<file path="src/rtl/riscv_pkg.sv">
// Shared fetch-path types and constants: the NOP used on idle outputs, the default
// reset PC, and the {pc, instr} entry carried through the prefetch FIFO.
package riscv_pkg;

  localparam logic [31:0] NOP_INSTR        = 32'h0000_0013;
  localparam logic [31:0] DEFAULT_RESET_PC = 32'h0000_0000;

  typedef struct packed {
    logic [31:0] pc;
    logic [31:0] instr;
  } fetch_entry_t;

endpackage

</file>
<file path="src/rtl/fetch_fifo.sv">
// Show-ahead synchronous FIFO of fetch entries. Flush overrides push and pop.
// Latency: a pushed entry reaches the head one cycle later; a push at full is taken only alongside a pop.
module fetch_fifo
  import riscv_pkg::*;
#(
  parameter int DEPTH = 2,
  localparam int CW = $clog2(DEPTH + 1),
  localparam int AW = (DEPTH > 1) ? $clog2(DEPTH) : 1
) (
  input  logic         clk,
  input  logic         rst_n,
  input  logic         push,
  input  logic         pop,
  input  logic         flush,
  input  fetch_entry_t din,
  output fetch_entry_t dout,
  output logic         empty,
  output logic [CW-1:0] count
);

  fetch_entry_t mem [DEPTH];
  logic [AW-1:0] wr_ptr_q, wr_ptr_d, rd_ptr_q, rd_ptr_d;
  logic [CW-1:0] count_q, count_d;
  logic          do_push, do_pop;

  function automatic logic [AW-1:0] ptr_inc(input logic [AW-1:0] p);
    return (p == AW'(DEPTH - 1)) ? '0 : p + AW'(1);
  endfunction

  assign empty   = (count_q == '0);
  assign count   = count_q;
  assign dout    = mem[rd_ptr_q];
  assign do_pop  = pop && !empty;
  assign do_push = push && ((count_q != CW'(DEPTH)) || do_pop);

  always_comb begin
    wr_ptr_d = wr_ptr_q;
    rd_ptr_d = rd_ptr_q;
    count_d  = count_q;
    if (flush) begin
      wr_ptr_d = '0;
      rd_ptr_d = '0;
      count_d  = '0;
    end else begin
      if (do_push) wr_ptr_d = ptr_inc(wr_ptr_q);
      if (do_pop)  rd_ptr_d = ptr_inc(rd_ptr_q);
      count_d = count_q + CW'(do_push) - CW'(do_pop);
    end
  end

  always_ff @(posedge clk or negedge rst_n) begin
    if (!rst_n) begin
      wr_ptr_q <= '0;
      rd_ptr_q <= '0;
      count_q  <= '0;
    end else begin
      wr_ptr_q <= wr_ptr_d;
      rd_ptr_q <= rd_ptr_d;
      count_q  <= count_d;
    end
  end

  // Storage needs no reset: the count gates every read.
  always_ff @(posedge clk) begin
    if (do_push && !flush) mem[wr_ptr_q] <= din;
  end

endmodule

</file>
<file path="src/rtl/instruction_fetch_unit.sv">
// Fetch PC owner feeding a show-ahead prefetch FIFO into decode; redirects flush and retarget.
// Latency: 1 cycle address-to-OutValid, 2 cycles redirect-to-target; fetch stalls while FIFO is full and not popped.
module instruction_fetch_unit
  import riscv_pkg::*;
#(
  parameter logic [31:0] RESET_PC   = DEFAULT_RESET_PC,
  parameter int          FIFO_DEPTH = 2
) (
  input  logic        clk,
  input  logic        rst_n,
  output logic [31:0] ImemAddress,
  input  logic [31:0] ImemInstruction,
  input  logic        RedirectValid,
  input  logic [31:0] RedirectPC,
  output logic        OutValid,
  input  logic        OutReady,
  output logic [31:0] OutPC,
  output logic [31:0] OutInstruction,
  output logic        MisalignFault
);

  localparam int CW = $clog2(FIFO_DEPTH + 1);

  logic [31:0]   fetch_pc_q, fetch_pc_d;
  logic          fault_q, fault_d;
  logic          push, pop, empty;
  logic [CW-1:0] count;
  fetch_entry_t  head, din;

  assign din = '{pc: fetch_pc_q, instr: ImemInstruction};
  assign pop = !empty && OutReady;

  always_comb begin
    push       = 1'b0;
    fetch_pc_d = fetch_pc_q;
    fault_d    = fault_q;
    if (RedirectValid) begin
      fetch_pc_d = RedirectPC;
      fault_d    = |RedirectPC[1:0];
    end else if (!fault_q && ((count < CW'(FIFO_DEPTH)) || pop)) begin
      push       = 1'b1;
      fetch_pc_d = fetch_pc_q + 32'd4;
    end
  end

  always_ff @(posedge clk or negedge rst_n) begin
    if (!rst_n) begin
      fetch_pc_q <= RESET_PC;
      fault_q    <= 1'b0;
    end else begin
      fetch_pc_q <= fetch_pc_d;
      fault_q    <= fault_d;
    end
  end

  fetch_fifo #(.DEPTH(FIFO_DEPTH)) u_fifo (
    .clk   (clk),
    .rst_n (rst_n),
    .push  (push),
    .pop   (pop),
    .flush (RedirectValid),
    .din   (din),
    .dout  (head),
    .empty (empty),
    .count (count)
  );

  assign ImemAddress    = fetch_pc_q;
  assign MisalignFault  = fault_q;
  assign OutValid       = !empty;
  assign OutPC          = empty ? 32'h0 : head.pc;
  assign OutInstruction = empty ? NOP_INSTR : head.instr;

endmodule

</file>
<file path="config.mk">
export PLATFORM = sky130hd
export DESIGN_NAME = instruction_fetch_unit
export DESIGN_NICKNAME = d
export VERILOG_FILES = /design/src/rtl/riscv_pkg.sv /design/src/rtl/fetch_fifo.sv /design/src/rtl/instruction_fetch_unit.sv
export SDC_FILE = /design/constraint.sdc
export NUM_CORES = 1
export LEC_CHECK = 0
export BUFFER_PORTS_ARGS = -buffer_cell sky130_fd_sc_hd__buf_2
export CAP_MARGIN = 20
export CORE_UTILIZATION = 49
export CTS_BUF_LIST = sky130_fd_sc_hd__clkbuf_16
export DETAILED_ROUTE_END_ITERATION = 7
export PLACE_DENSITY = 0.77
export SKIP_LAST_GASP = 1
export SLEW_MARGIN = 20
export SYNTH_ARGS = -nofsm -noshare
export SYNTH_HDL_FRONTEND = slang
export SYNTH_HIERARCHICAL = 1
export SYNTH_SLANG_ARGS = --single-unit
</file>
<file path="constraint.sdc">
create_clock -name clk -period 6.25 [get_ports clk]
set_clock_uncertainty 0.15 [all_clocks]
set_input_delay 1.5625 -clock clk [delete_from_list [all_inputs] [get_ports clk]]
set_output_delay 1.5625 -clock clk [all_outputs]
set_load 0.05 [all_outputs]
</file>
# Yosys cells after proc, flatten, opt, wreduce, memory -nomap -nowiden
# Memory sizes are Yosys's and may differ from the RTL's.
# Index checks and enable logic that the tools add are counted.
[totals]
ramBits = 128
reg_bits = 37
word_cells = 43
inputBits = 68
memories = 1
[memory_table]
columns = ["memory", "words", "word_bits", "rd", "rd_ports_with_merged_regs", "write_ports", "line", "source"]
rows = [
  ["u_fifo.mem", 2, 64, 1, 0, 1, "fetch_fifo.sv:21", "fetch_entry_t mem [DEPTH];"],
]
[classes]
n_reduce_logical = 15
n_addsub = 5
n_lt_le_gt_ge = 1
n_mux = 15
eq_ne = 1
[ops]
columns = ["operator", "n"]
rows = [
  ["$mux W32", 4],
  ["$add A32 B3 Y32 const B", 1],
  ["$mux W1", 10],
  ["$reduce_bool A2 Y1", 3],
  ["$logic_and A1 B1 Y1", 5],
  ["$logic_not A1 Y1", 3],
  ["$add A1 B1 Y1 const B", 2],
  ["$add A2 B1 Y2", 1],
  ["$logic_not A2 Y1", 1],
  ["$logic_or A1 B1 Y1", 2],
  ["$lt A2 B2 Y1 const B", 1],
  ["$mux W2", 1],
  ["$ne A2 B2 Y1 const B", 1],
  ["$reduce_or A2 Y1", 1],
  ["$sub A2 B1 Y2", 1],
]

# Logic depth before layout (Yosys ltp)
# Gate-level depths: netlist of the first run.
[logic_depth]
ltp_word = 11
depth_mapped = 10
mapped_depth_nobuf = 10

# By module
# Netlist of the first run, hierarchy kept.
[by_module_without_submodules]
columns = ["mod", "cells_per_inst", "area_each_um2", "seq_area_each_um2", "instances"]
rows = [
  ["fetch_fifo", 221, 4855.9, 3943.8, 1],
  ["instruction_fetch_unit", 272, 2324.7, 825.8, 1],
]

# Least setup slack after synthesis of the first run
# No wires, ideal clock.
[synth_path]
kind = "input port to flip-flop"
start = "in OutReady"
end = "mem u_fifo/mem[1][0] in the netlist's numbering, enable pin"
slack_ns = -1.538
arrival_ns = 7.061
cell_stages = 5
setup_ns = 0.578
n_path_buf = 0
required_time_ns = 5.522
cell_sequence = "nand2b_4 > a21oi_1 > and2_1 > o31ai_4 > nor3b_1"
[synth_via]
elab_chain_cells = 9
word_cells_on_any_way = 11
[synth_lines]
columns = ["item", "line", "source"]
rows = [
  ["start, declared", "instruction_fetch_unit.sv:16", "input logic OutReady,"],
  ["$logic_and A1 B1 Y1", "instruction_fetch_unit.sv:31", "assign pop = !empty && OutReady;"],
  ["$logic_or A1 B1 Y1", "instruction_fetch_unit.sv:40", "end else if (!fault_q && ((count < CW'(FIFO_DEPTH)) || pop)) begin"],
  ["$logic_and A1 B1 Y1", "instruction_fetch_unit.sv:40", ""],
  ["$mux W1", "instruction_fetch_unit.sv:40", ""],
  ["$mux W1", "instruction_fetch_unit.sv:37", "if (RedirectValid) begin"],
  ["named net push", "instruction_fetch_unit.sv:26", "logic push, pop, empty;"],
  ["$logic_and A1 B1 Y1", "fetch_fifo.sv:34", "assign do_push = push && ((count_q != CW'(DEPTH)) || do_pop);"],
  ["$logic_and A1 B1 Y1", "fetch_fifo.sv:65", "if (do_push && !flush) mem[wr_ptr_q] <= din;"],
  ["$mux W1", "fetch_fifo.sv:65", ""],
  ["$mux W1 (implied by the code)", "fetch_fifo.sv:65", ""],
  ["end, declared", "fetch_fifo.sv:21", ""],
]
# The timed path passes the listed nets, and every way through them passes these cells.

# Worst setup path in the final report of the first run
[layout_path]
start = "reg u_fifo.count_q[1] (netlist: u_fifo/count[1])"
end = "out OutPC[12]"
[layout_via]
elab_chain_cells = 2
[layout_lines]
columns = ["item", "line", "source"]
rows = [
  ["start, declared", "fetch_fifo.sv:23", "logic [CW-1:0] count_q, count_d;"],
  ["start signal, assigned", "fetch_fifo.sv:59", "count_q <= count_d;"],
  ["$logic_not A2 Y1", "fetch_fifo.sv:30", "assign empty = (count_q == '0);"],
  ["named net empty", "instruction_fetch_unit.sv:26", ""],
  ["$mux W32", "instruction_fetch_unit.sv:71", "assign OutPC = empty ? 32'h0 : head.pc;"],
  ["end, declared", "instruction_fetch_unit.sv:17", "output logic [31:0] OutPC,"],
]
# The timed path passes the listed nets, and every way through them passes these cells.

==> results of run 1 <==
-- where the power goes --
part | leakage, µW | internal, µW | total (µW) | switching [µW]
registers | 0.00161 | 1230 | 1280 | 49.9
logic | 0.00154 | 95.1 | 370 | 274
clock network | 0.000301 | 617 | 1020 | 398
total | 0.00345 | 1940 | 2660 | 723
-- state kept, by name (all words and copies together), names as in the netlist --
register and cells:
u_fifo/mem 128, ImemAddress 32, u_fifo/count 2, MisalignFault 1, u_fifo/rd_ptr_q 1, u_fifo/wr_ptr_q 1
-- final timing paths --
| path | start | slack, ns | to | cells past startpoint |
|---|---|---|---|---|
| max | u_fifo/count[1]$_DFF_PN0_ | 2.04 | OutPC[12] | 4 |
| min | ImemAddress[0]$_DFFE_PN0P_ | 0.35 | u_fifo/mem[0][32]$_DFFE_PP_ | 0 |
| max reg2reg | u_fifo/count[1]$_DFF_PN0_ | 2.66 | u_fifo/count[0]$_DFF_PN0_ | 10 |
| min reg2reg | ImemAddress[0]$_DFFE_PN0P_ | 0.35 | u_fifo/mem[0][32]$_DFFE_PP_ | 0 |
| max in group asynchronous | rst_n | 4.17 | u_fifo/rd_ptr_q$_DFFE_PN0P_ | 1 |
| min in group asynchronous | rst_n | 1.10 | ImemAddress[19]$_DFFE_PN0P_ | 1 |
-- metrics by stage --
stage                     util, %  area, µm²  hold WS (ns)
final                        62.2       8770         0.348
after global routing         62.2       8770         0.378
after CTS                    62.2       8770         0.350
after detailed placement     58.1       8200         0.336
after global placement       58.1       8200         0.326
after floorplan                 -       7190         0.479
-- logic make-up after synthesis --
kind of cell | Yosys count | share of synthesized area (%)
multiplexers | 70 | 11.0
adder cells (fa/ha/maj) | 3 | 0.523
AO/OA/AOI/OAI | 37 | 3.49
XOR/XNOR | 31 | 3.78
buffers and inverters | 30 | 2.02
flip-flops | 165 | 66.4
AND/OR/NAND/NOR | 157 | 12.8
-- area by class of cell --
type | instances | share of cell area, %
sequential | 165 | 54.4
inverter | 8 | 0.342
multi-input combinational | 298 | 26.2
timing repair buffer | 171 | 9.93
tap | 180 | 2.57
clock inverter | 15 | 1.71
clock buffer | 17 | 4.85
-- per-layer routing --
metal  routed length (µm)  track usage (%)  up-vias
met5                    9                0        -
met4                  313             8.81        2
met3                  932             6.27       34
met2                 7200             33.1      167
met1                 6320             25.3     2147
li1                     -                -     2118
-- cell usage in the layout, fill, tap and decap left out, types with 4 or more instances in the layout --
cell,n
nand3_1,9
o21ai_1,8
edfxtp_1,128
o21ai_0,19
dfrtp_1,36
nor3_1,8
inv_1,11
xnor2_1,17
nand4_1,6
clkbuf_16,17
nor2_1,7
and4_1,5
clkinv_2,4
buf_4,6
nor2b_1,63
nand2_1,38
xor2_1,14
buf_2,165
mux2_1,55
mux2_2,13
==> impl_metrics.env, run 1 <==
export IMPL_yosysSeqAreaShare_pct=66.4
export IMPL_cts_resized=0
export IMPL_crit_buf_inv=2
export IMPL_power_density_mw_per_mm2=303
export IMPL_postCtsSetupBuffers=0
export IMPL_grt_max_degree=66
export IMPL_crit_type="reg2out"
export IMPL_worstPathArrival_ns=2.49
export IMPL_final_min_clock_period_ns=4.21
export IMPL_port_buffers=165
export IMPL_gp_congestion=0.801
export IMPL_post_synth_top_count_cell="edfxtp_1"
export IMPL_max_clock_freq_mhz=238
export IMPL_numCtsBuffers=17
export IMPL_cts_tree="done"
export IMPL_critPathCaptureType="output port"
export IMPL_netlist_area_mm2=0.00718
export IMPL_grt_pass1_wl_mm=22.5
export IMPL_period_share_pct=67.3
export IMPL_num_rows=43
export IMPL_hold_viol_final=0
export IMPL_area_sequential_mm2=0.00477
export IMPL_synth_warning_count=6
export IMPL_die_y_um=123
export IMPL_worstSkewPairLatency_ns=0.43
export IMPL_syn_instance_count=493
export IMPL_clk_path_buf_depth=2
export IMPL_slew_headroom_pct=39.2
export IMPL_cts_sinks=165
export IMPL_nets=732
export IMPL_cts_hold_buffers=0
export IMPL_path_max_fanout=34
export IMPL_worst_path_largest_cell_delay_ns=0.68
export IMPL_antenna_found_initial=1
export IMPL_wl_per_cell_um=17.3
export IMPL_max_cap_viol_count=0
export IMPL_leakagePower_uw=0.00345
export IMPL_async_reset_ff_share_pct=22.4
export IMPL_ys_flop_type="edfxtp_1"
export IMPL_hp_class="reg2reg"
export IMPL_layoutNonFillerInstCount=854
export IMPL_dieArea_mm2=0.0151
export IMPL_gr_total_overflow=0
export IMPL_status="complete, no violations"
export IMPL_synth_common_cells="edfxtp_1, nor2b_1, mux2_1"
export IMPL_setup_ws_ns=2.04
export IMPL_synth_edf_count=128
export IMPL_syn_to_final_growth_pct=22.1
export IMPL_critPathTopFamily="simple AND/OR/NAND/NOR gates"
export IMPL_place_inst=822
export IMPL_start_util_pct=50.9
export IMPL_core_area_mm2=0.0141
export IMPL_vias_per_cell=5.23
export IMPL_grtUsageTotal_pct=20.4
export IMPL_fin_setup_tns_ns=0
export IMPL_ys_ff_latch=165
export IMPL_wl_mm=14.8
export IMPL_drtIter0Drc=261
export IMPL_drc=0
export IMPL_cts_root_buffer="clkbuf_16"
export IMPL_cts_max_level=4
export IMPL_die_w_um=123
export IMPL_p_total_uw=2660
export IMPL_setup_violations_final=0
export IMPL_ant_nets=0
export IMPL_fillerInstances=1104
export IMPL_synth_area_leaders="edfxtp_1, dfrtp_1, mux2_1, nor2b_1, xnor2_1"
export IMPL_synth_top_area_cell="edfxtp_1"
export IMPL_multiInputGateArea_mm2=0.00230
export IMPL_peakVddDrop_mv=0.161
export IMPL_start_kind="register"
export IMPL_postSynthAreaPerCell_um2=14.6
export IMPL_crit_slowest_cell="nor2_4"
export IMPL_synth_net_count=564
export IMPL_dr_pass1_iters=5
export IMPL_yosysTopAreaCellShare_pct=53.5
export IMPL_cp_required_ns=4.54
export IMPL_rsz0062_at_grt="false"
export IMPL_grt_pass1_vias=4423
export IMPL_critical_path_cell_chain="nor2_4 -> buf_4 -> nor2b_1 -> buf_2"
export IMPL_num_vias=4468
export IMPL_layout_drive_gt1_share_pct=34.1
export IMPL_hpwl_mm=9.72
export IMPL_max_slew_worst_pin_slew_ns=0.913
export IMPL_ios=166
export IMPL_synth_cell_types=47
export IMPL_slew_violations=0
export IMPL_clk_pin_slew_ns=0.06
export IMPL_antenna_cells=0
export IMPL_pre_cts_ws_ns=2.42
Power figures use the tool's default switching activity.
==> inputs of run 2 (changes only) <==
- clock period: 6.25 -> 3.7 ns (I/O delays scaled with it)
==> run 2 against run 1 <==
  * First-iteration DRC count up 28%
  * Total power is 64% higher
  * Clock power up 55%
  * Final area increased by 0.24%
  * Worst setup slack got worse by 1.6 ns
  * Critical path type unchanged
  * Via count fell by 0.65%
==> impl_metrics.env, run 2 (synthesized netlist as in run 1, its figures left out) <==
export IMPL_num_rows=43
export IMPL_cts_hold_buffers=0
export IMPL_layout_drive_gt1_share_pct=34.9
export IMPL_core_area_mm2=0.0141
export IMPL_clk_path_buf_depth=2
export IMPL_max_cap_viol_count=0
export IMPL_crit_type="reg2out"
export IMPL_top_register="u_fifo/mem"
export IMPL_cts_resized=0
export IMPL_leakagePower_uw=0.00345
export IMPL_wl_per_cell_um=17.2
export IMPL_rsz0062_at_grt="false"
export IMPL_path_max_fanout=38
export IMPL_antenna_cells=0
export IMPL_worstPathArrival_ns=2.20
export IMPL_drtIter0Drc=334
export IMPL_syn_to_final_growth_pct=22.4
export IMPL_gr_total_overflow=0
export IMPL_period_share_pct=88.6
export IMPL_rrSetupSlack_ns=1.02
export IMPL_peakVddDrop_mv=0.290
export IMPL_status="complete, no violations"
export IMPL_cts_tree="done"
export IMPL_cts_sinks=165
export IMPL_die_y_um=123
export IMPL_numCtsBuffers=17
export IMPL_cts_root_buffer="clkbuf_16"
export IMPL_gp_congestion=0.755
export IMPL_final_common_cell="buf_2"
export IMPL_dr_pass1_iters=4
export IMPL_start_kind="register"
export IMPL_worst_path_largest_cell_delay_ns=0.79
export IMPL_cp_required_ns=2.62
export IMPL_critPathCaptureType="output port"
export IMPL_antenna_found_initial=0
export IMPL_nets=734
export IMPL_p_total_uw=4370
export IMPL_max_clock_freq_mhz=305
export IMPL_grt_pass1_vias=4433
export IMPL_final_min_clock_period_ns=3.28
export IMPL_grt_pass1_wl_mm=22.5
export IMPL_die_w_um=123
export IMPL_cts_max_level=4
export IMPL_dieArea_mm2=0.0151
export IMPL_crit_slowest_cell="dfrtp_4"
export IMPL_clk_pin_slew_ns=0.06
export IMPL_wl_mm=14.7
export IMPL_start_util_pct=50.9
export IMPL_grtUsageTotal_pct=20.2
export IMPL_ant_nets=0
export IMPL_slew_violations=0
export IMPL_num_vias=4439
export IMPL_largest_reg_flops=128
export IMPL_drc=0
export IMPL_final_cell_mix="buf_2, edfxtp_1, nor2b_1, mux2_1, nand2_1"
export IMPL_critical_path_cell_chain="buf_4 -> mux2_2 -> nor2b_1 -> buf_2"
export IMPL_grt_max_degree=66
export IMPL_hp_class="reg2reg"
export IMPL_fin_setup_tns_ns=0
export IMPL_fillerInstances=1102
export IMPL_hpwl_mm=9.67
export IMPL_port_buffers=165
export IMPL_hold_viol_final=0
export IMPL_max_slew_worst_pin_slew_ns=0.871
export IMPL_setup_violations_final=0
export IMPL_slew_headroom_pct=41.9
export IMPL_power_density_mw_per_mm2=497
export IMPL_ios=166
export IMPL_worstSkewPairLatency_ns=0.42
export IMPL_postCtsSetupBuffers=0
export IMPL_vias_per_cell=5.19
==> run 2: cell types whose count changed in the layout (fill, tap and decap cells not counted), moves of 2 or more <==
| cell | before | now |
|---|---|---|
| bufinv_16 | 3 | 0 |
| clkinv_2 | 4 | 6 |
| clkinv_1 | 2 | 0 |
| clkbuf_16 | 17 | 19 |
| buf_12 | 0 | 2 |
| clkinvlp_4 | 0 | 3 |
==> run 2: where the power goes <==
part           internal, µW  total, µW  leakage [µW]  switching, µW
combinational           166        634       0.00156            468
clock                   918       1580      0.000279            665
sequential             2070       2150       0.00161           79.3
total                  3160       4370       0.00345           1210
==> run 2: layout make-up <==
cell class	count	area [µm²]	area share (%)
clock inverters	13	67.6	0.768
inverters	8	30.0	0.342
multi-input cells	298	2310	26.3
well taps	180	225	2.56
clock buffers	19	475	5.41
flip-flops and latches	165	4770	54.3
repair buffers	173	911	10.4
==> run 2: final timing paths <==
path                                               endpoint                   startpoint  depth (start not counted)
worst max-delay path                              OutPC[17]  u_fifo/rd_ptr_q$_DFFE_PN0P_                          4
worst min-delay path            u_fifo/mem[1][32]$_DFFE_PP_   ImemAddress[0]$_DFFE_PN0P_                          0
worst max register to register   u_fifo/mem[1][5]$_DFFE_PP_    u_fifo/count[1]$_DFF_PN0_                          7
worst min register to register  u_fifo/mem[1][32]$_DFFE_PP_   ImemAddress[0]$_DFFE_PN0P_                          0
max in group asynchronous       u_fifo/rd_ptr_q$_DFFE_PN0P_                        rst_n                          1
min in group asynchronous       ImemAddress[12]$_DFFE_PN0P_                        rst_n                          1
==> run 2: critical path: cells and delay by family (launching register included) <==
family,cells,cell delay [ns]
buffers and inverters,2,0.52
multiplexers,1,0.35
AND/OR/NAND/NOR,1,0.12
flip-flops,1,0.79
==> run 2: stage by stage <==
| step | area (µm²) | worst slack [ns] | hold slack (ns) | utilization [%] | cells |
|---|---|---|---|---|---|
| 2_1_floorplan | 7220 | -0.0463 | 0.479 | - | 493 |
| 3_5_place_dp | 8250 | 0.806 | 0.341 | 58.5 | 824 |
| 4_1_cts | 8790 | 0.365 | 0.351 | 62.4 | 856 |
| 5_1_grt | 8790 | 0.307 | 0.383 | 62.4 | 856 |
| 3_3_place_gp | 8250 | 0.850 | 0.331 | 58.5 | 824 |
| 6_report | 8790 | 0.422 | 0.351 | 62.4 | 856 |
==> run 2: per-layer routing <==
| metal | vias to the layer above | track usage [%] | share of wire (%) |
|---|---|---|---|
| met1 | 2142 | 25.0 | 44 |
| met5 | - | 0 | 0 |
| met2 | 152 | 34.0 | 49 |
| met4 | 0 | 7.68 | 1.5 |
| met3 | 22 | 5.40 | 6.3 |
| li1 | 2123 | - | - |
==> inputs of run 3 (changes only) <==
- ABC_AREA: unset -> 1
- CORE_UTILIZATION: 49 -> 50
==> run 3 against run 2 <==
  * Non-clock buffer count up 2
  * Largest power group unchanged
  * Critical endpoint is now OutPC[19]
  * Worst setup slack got worse by 0.087 ns
  * First-iteration DRC count is 31% higher
  * Critical path type unchanged
  * Critical path depth increased by 2
  * Die area grew 6.5%
  * Sequential share of layout area is 3.6 points lower
  * Global-route usage grew 1.6 points
  * Routed wire length rose by 16%
  * Via count rose by 33%
==> impl_metrics.env, run 3 <==
export IMPL_syn_to_final_growth_pct=20.5
export IMPL_num_vias=5917
export IMPL_async_reset_ff_share_pct=22.4
export IMPL_max_cap_viol_count=0
export IMPL_wl_per_cell_um=13.9
export IMPL_postSynthAreaPerCell_um2=9.08
export IMPL_grt_pass1_wl_mm=26.7
export IMPL_rsz0062_at_grt="false"
export IMPL_synthMuxAreaShare_pct=0
export IMPL_rrSetupSlack_ns=0.67
export IMPL_critPathCaptureType="output port"
export IMPL_final_min_clock_period_ns=3.36
export IMPL_max_slew_worst_pin_slew_ns=0.904
export IMPL_hold_viol_final=0
export IMPL_ff2ff_path_depth=11
export IMPL_gp_congestion=0.827
export IMPL_syn_instance_count=860
export IMPL_ant_nets=0
export IMPL_top_register="u_fifo/mem"
export IMPL_antenna_found_initial=0
export IMPL_port_buffers=165
export IMPL_hpwl_mm=11.7
export IMPL_synthXorXnorAreaFrac_pct=1.12
export IMPL_synth_cell_types=31
export IMPL_cts_resized=0
export IMPL_synth_common_cells="nand2_1, edfxtp_1, inv_1, nor2_1, nand3_1"
export IMPL_worstReg2RegEnd="u_fifo/mem[0][31]$_DFFE_PP_"
export IMPL_max_clock_freq_mhz=297
export IMPL_grtUsageTotal_pct=21.8
export IMPL_period_share_pct=90.9
export IMPL_cts_max_level=4
export IMPL_ios=166
export IMPL_cp_required_ns=2.62
export IMPL_grt_pass1_vias=5296
export IMPL_critical_path_cell_chain="inv_1 -> nand2_1 -> inv_2 -> buf_4 -> nor2_1 -> buf_2"
export IMPL_yosysSeqAreaShare_pct=61.1
export IMPL_gr_total_overflow=0
export IMPL_fillerInstances=1302
export IMPL_hp_class="reg2reg"
export IMPL_cts_hold_buffers=0
export IMPL_path_max_fanout=43
export IMPL_final_cell_mix="nand2_1, buf_2, edfxtp_1, inv_1, nor2_1"
export IMPL_cts_sinks=165
export IMPL_area_sequential_mm2=0.00477
export IMPL_worstPathArrival_ns=2.29
export IMPL_crit_type="reg2out"
export IMPL_worst_path_largest_cell_delay_ns=0.56
export IMPL_grt_max_degree=66
export IMPL_wl_mm=17.0
export IMPL_leakagePower_uw=0.00450
export IMPL_num_rows=45
export IMPL_clk_path_buf_depth=2
export IMPL_setup_violations_final=0
export IMPL_crit_buf_inv=4
export IMPL_peakVddDrop_mv=0.336
export IMPL_synth_warning_count=6
export IMPL_hold_ws_ns=0.374
export IMPL_numCtsBuffers=17
export IMPL_fin_setup_tns_ns=0
export IMPL_yosysTopAreaCellShare_pct=49.2
export IMPL_core_area_mm2=0.0152
export IMPL_r2r_start="u_fifo/count[1]$_DFF_PN0_"
export IMPL_vias_per_cell=4.83
export IMPL_utilization_pct=61.9
export IMPL_dieArea_mm2=0.0161
export IMPL_power_density_mw_per_mm2=545
export IMPL_synth_compound_area_share_pct=1.95
export IMPL_postCtsSetupBuffers=0
export IMPL_yosys_area_share_adder_pct=0.481
export IMPL_synth_simple_area_share_pct=27.9
export IMPL_hold_path_end="u_fifo/mem[1][32]$_DFFE_PP_"
export IMPL_synth_top_family_by_area="simple AND/OR/NAND/NOR gates"
export IMPL_largest_reg_flops=128
export IMPL_cts_root_buffer="clkbuf_16"
export IMPL_post_synth_top_count_cell="nand2_1"
export IMPL_start_kind="register"
export IMPL_ys_flop_type="edfxtp_1"
export IMPL_die_w_um=127
export IMPL_synth_net_count=931
export IMPL_slew_violations=0
export IMPL_drtIter0Drc=437
export IMPL_status="complete, no violations"
export IMPL_drc=0
export IMPL_nets=1096
export IMPL_critPathTopFamily="buffers and inverters"
export IMPL_antenna_cells=0
export IMPL_slew_headroom_pct=39.7
export IMPL_synth_top_area_cell="edfxtp_1"
export IMPL_multiInputGateArea_mm2=0.00246
export IMPL_die_y_um=127
export IMPL_netlist_area_mm2=0.00781
export IMPL_start_util_pct=51.4
export IMPL_synth_area_leaders="edfxtp_1, nand2_1, dfrtp_1, inv_1, nor2_1"
export IMPL_layout_drive_gt1_share_pct=23.7
export IMPL_dr_pass1_iters=5
export IMPL_crit_slowest_cell="inv_2"
export IMPL_synth_edf_count=128
export IMPL_cts_tree="done"
export IMPL_worstSkewPairLatency_ns=0.43
export IMPL_hold_depth=0
export IMPL_final_common_cell="nand2_1"
export IMPL_ys_ff_latch=165
export IMPL_clk_pin_slew_ns=0.06
export IMPL_hold_start="ImemAddress[0]$_DFFE_PN0P_"
[run 3: power by group]
group	leakage [µW]	internal, µW	switching (µW)	total, µW
logic	0.00259	245	819	1060
clock network	0.000298	1120	708	1830
registers	0.00161	2110	122	2240
[run 3: through the flow]
step	cell area, µm²	setup slack [ns]	instances	power [µW]
global placement	8800	0.755	1194	3330
detailed placement	8800	0.671	1194	3350
floorplan	7820	0.239	860	3050
CTS	9410	0.286	1226	5160
finish	9410	0.335	1226	5130
global route	9410	0.171	1226	5310
[run 3: kinds of logic after synthesis]
group	after synthesis
simple gates	523
flops	165
buf+inv	134
compound gates	25
xor+xnor	10
fa+ha+maj	3
[run 3: how the worst max path moves through the flow]
stage | from | end | cells after the start
floorplan | OutReady | u_fifo/mem[0][0]$_DFFE_PP_ | 7
global placement | OutReady | u_fifo/mem[0][31]$_DFFE_PP_ | 8
detailed placement | u_fifo/count[1]$_DFF_PN0_ | u_fifo/mem[0][31]$_DFFE_PP_ | 11
CTS | u_fifo/count[1]$_DFF_PN0_ | OutPC[19] | 6
global route | u_fifo/count[1]$_DFF_PN0_ | OutPC[19] | 6
finish | u_fifo/count[1]$_DFF_PN0_ | OutPC[19] | 6
[run 3: routing by layer]
layer,share of wire (%),track usage [%],wire (µm),vias up
li1,-,-,-,3026
met1,44,27.9,7440,2679
met2,48,36.0,8120,184
met3,6.6,5.23,1120,28
met4,2.0,8.54,340,0
met5,0,0,0,-
[run 3: cell type report]
cell class | instances | share of cell area (%)
flip-flops and latches | 165 | 50.7
multi-input cells | 561 | 26.1
repair buffers | 175 | 9.97
clock buffers | 17 | 4.52
inverters | 105 | 4.19
well taps | 188 | 2.50
clock inverters | 15 | 1.99
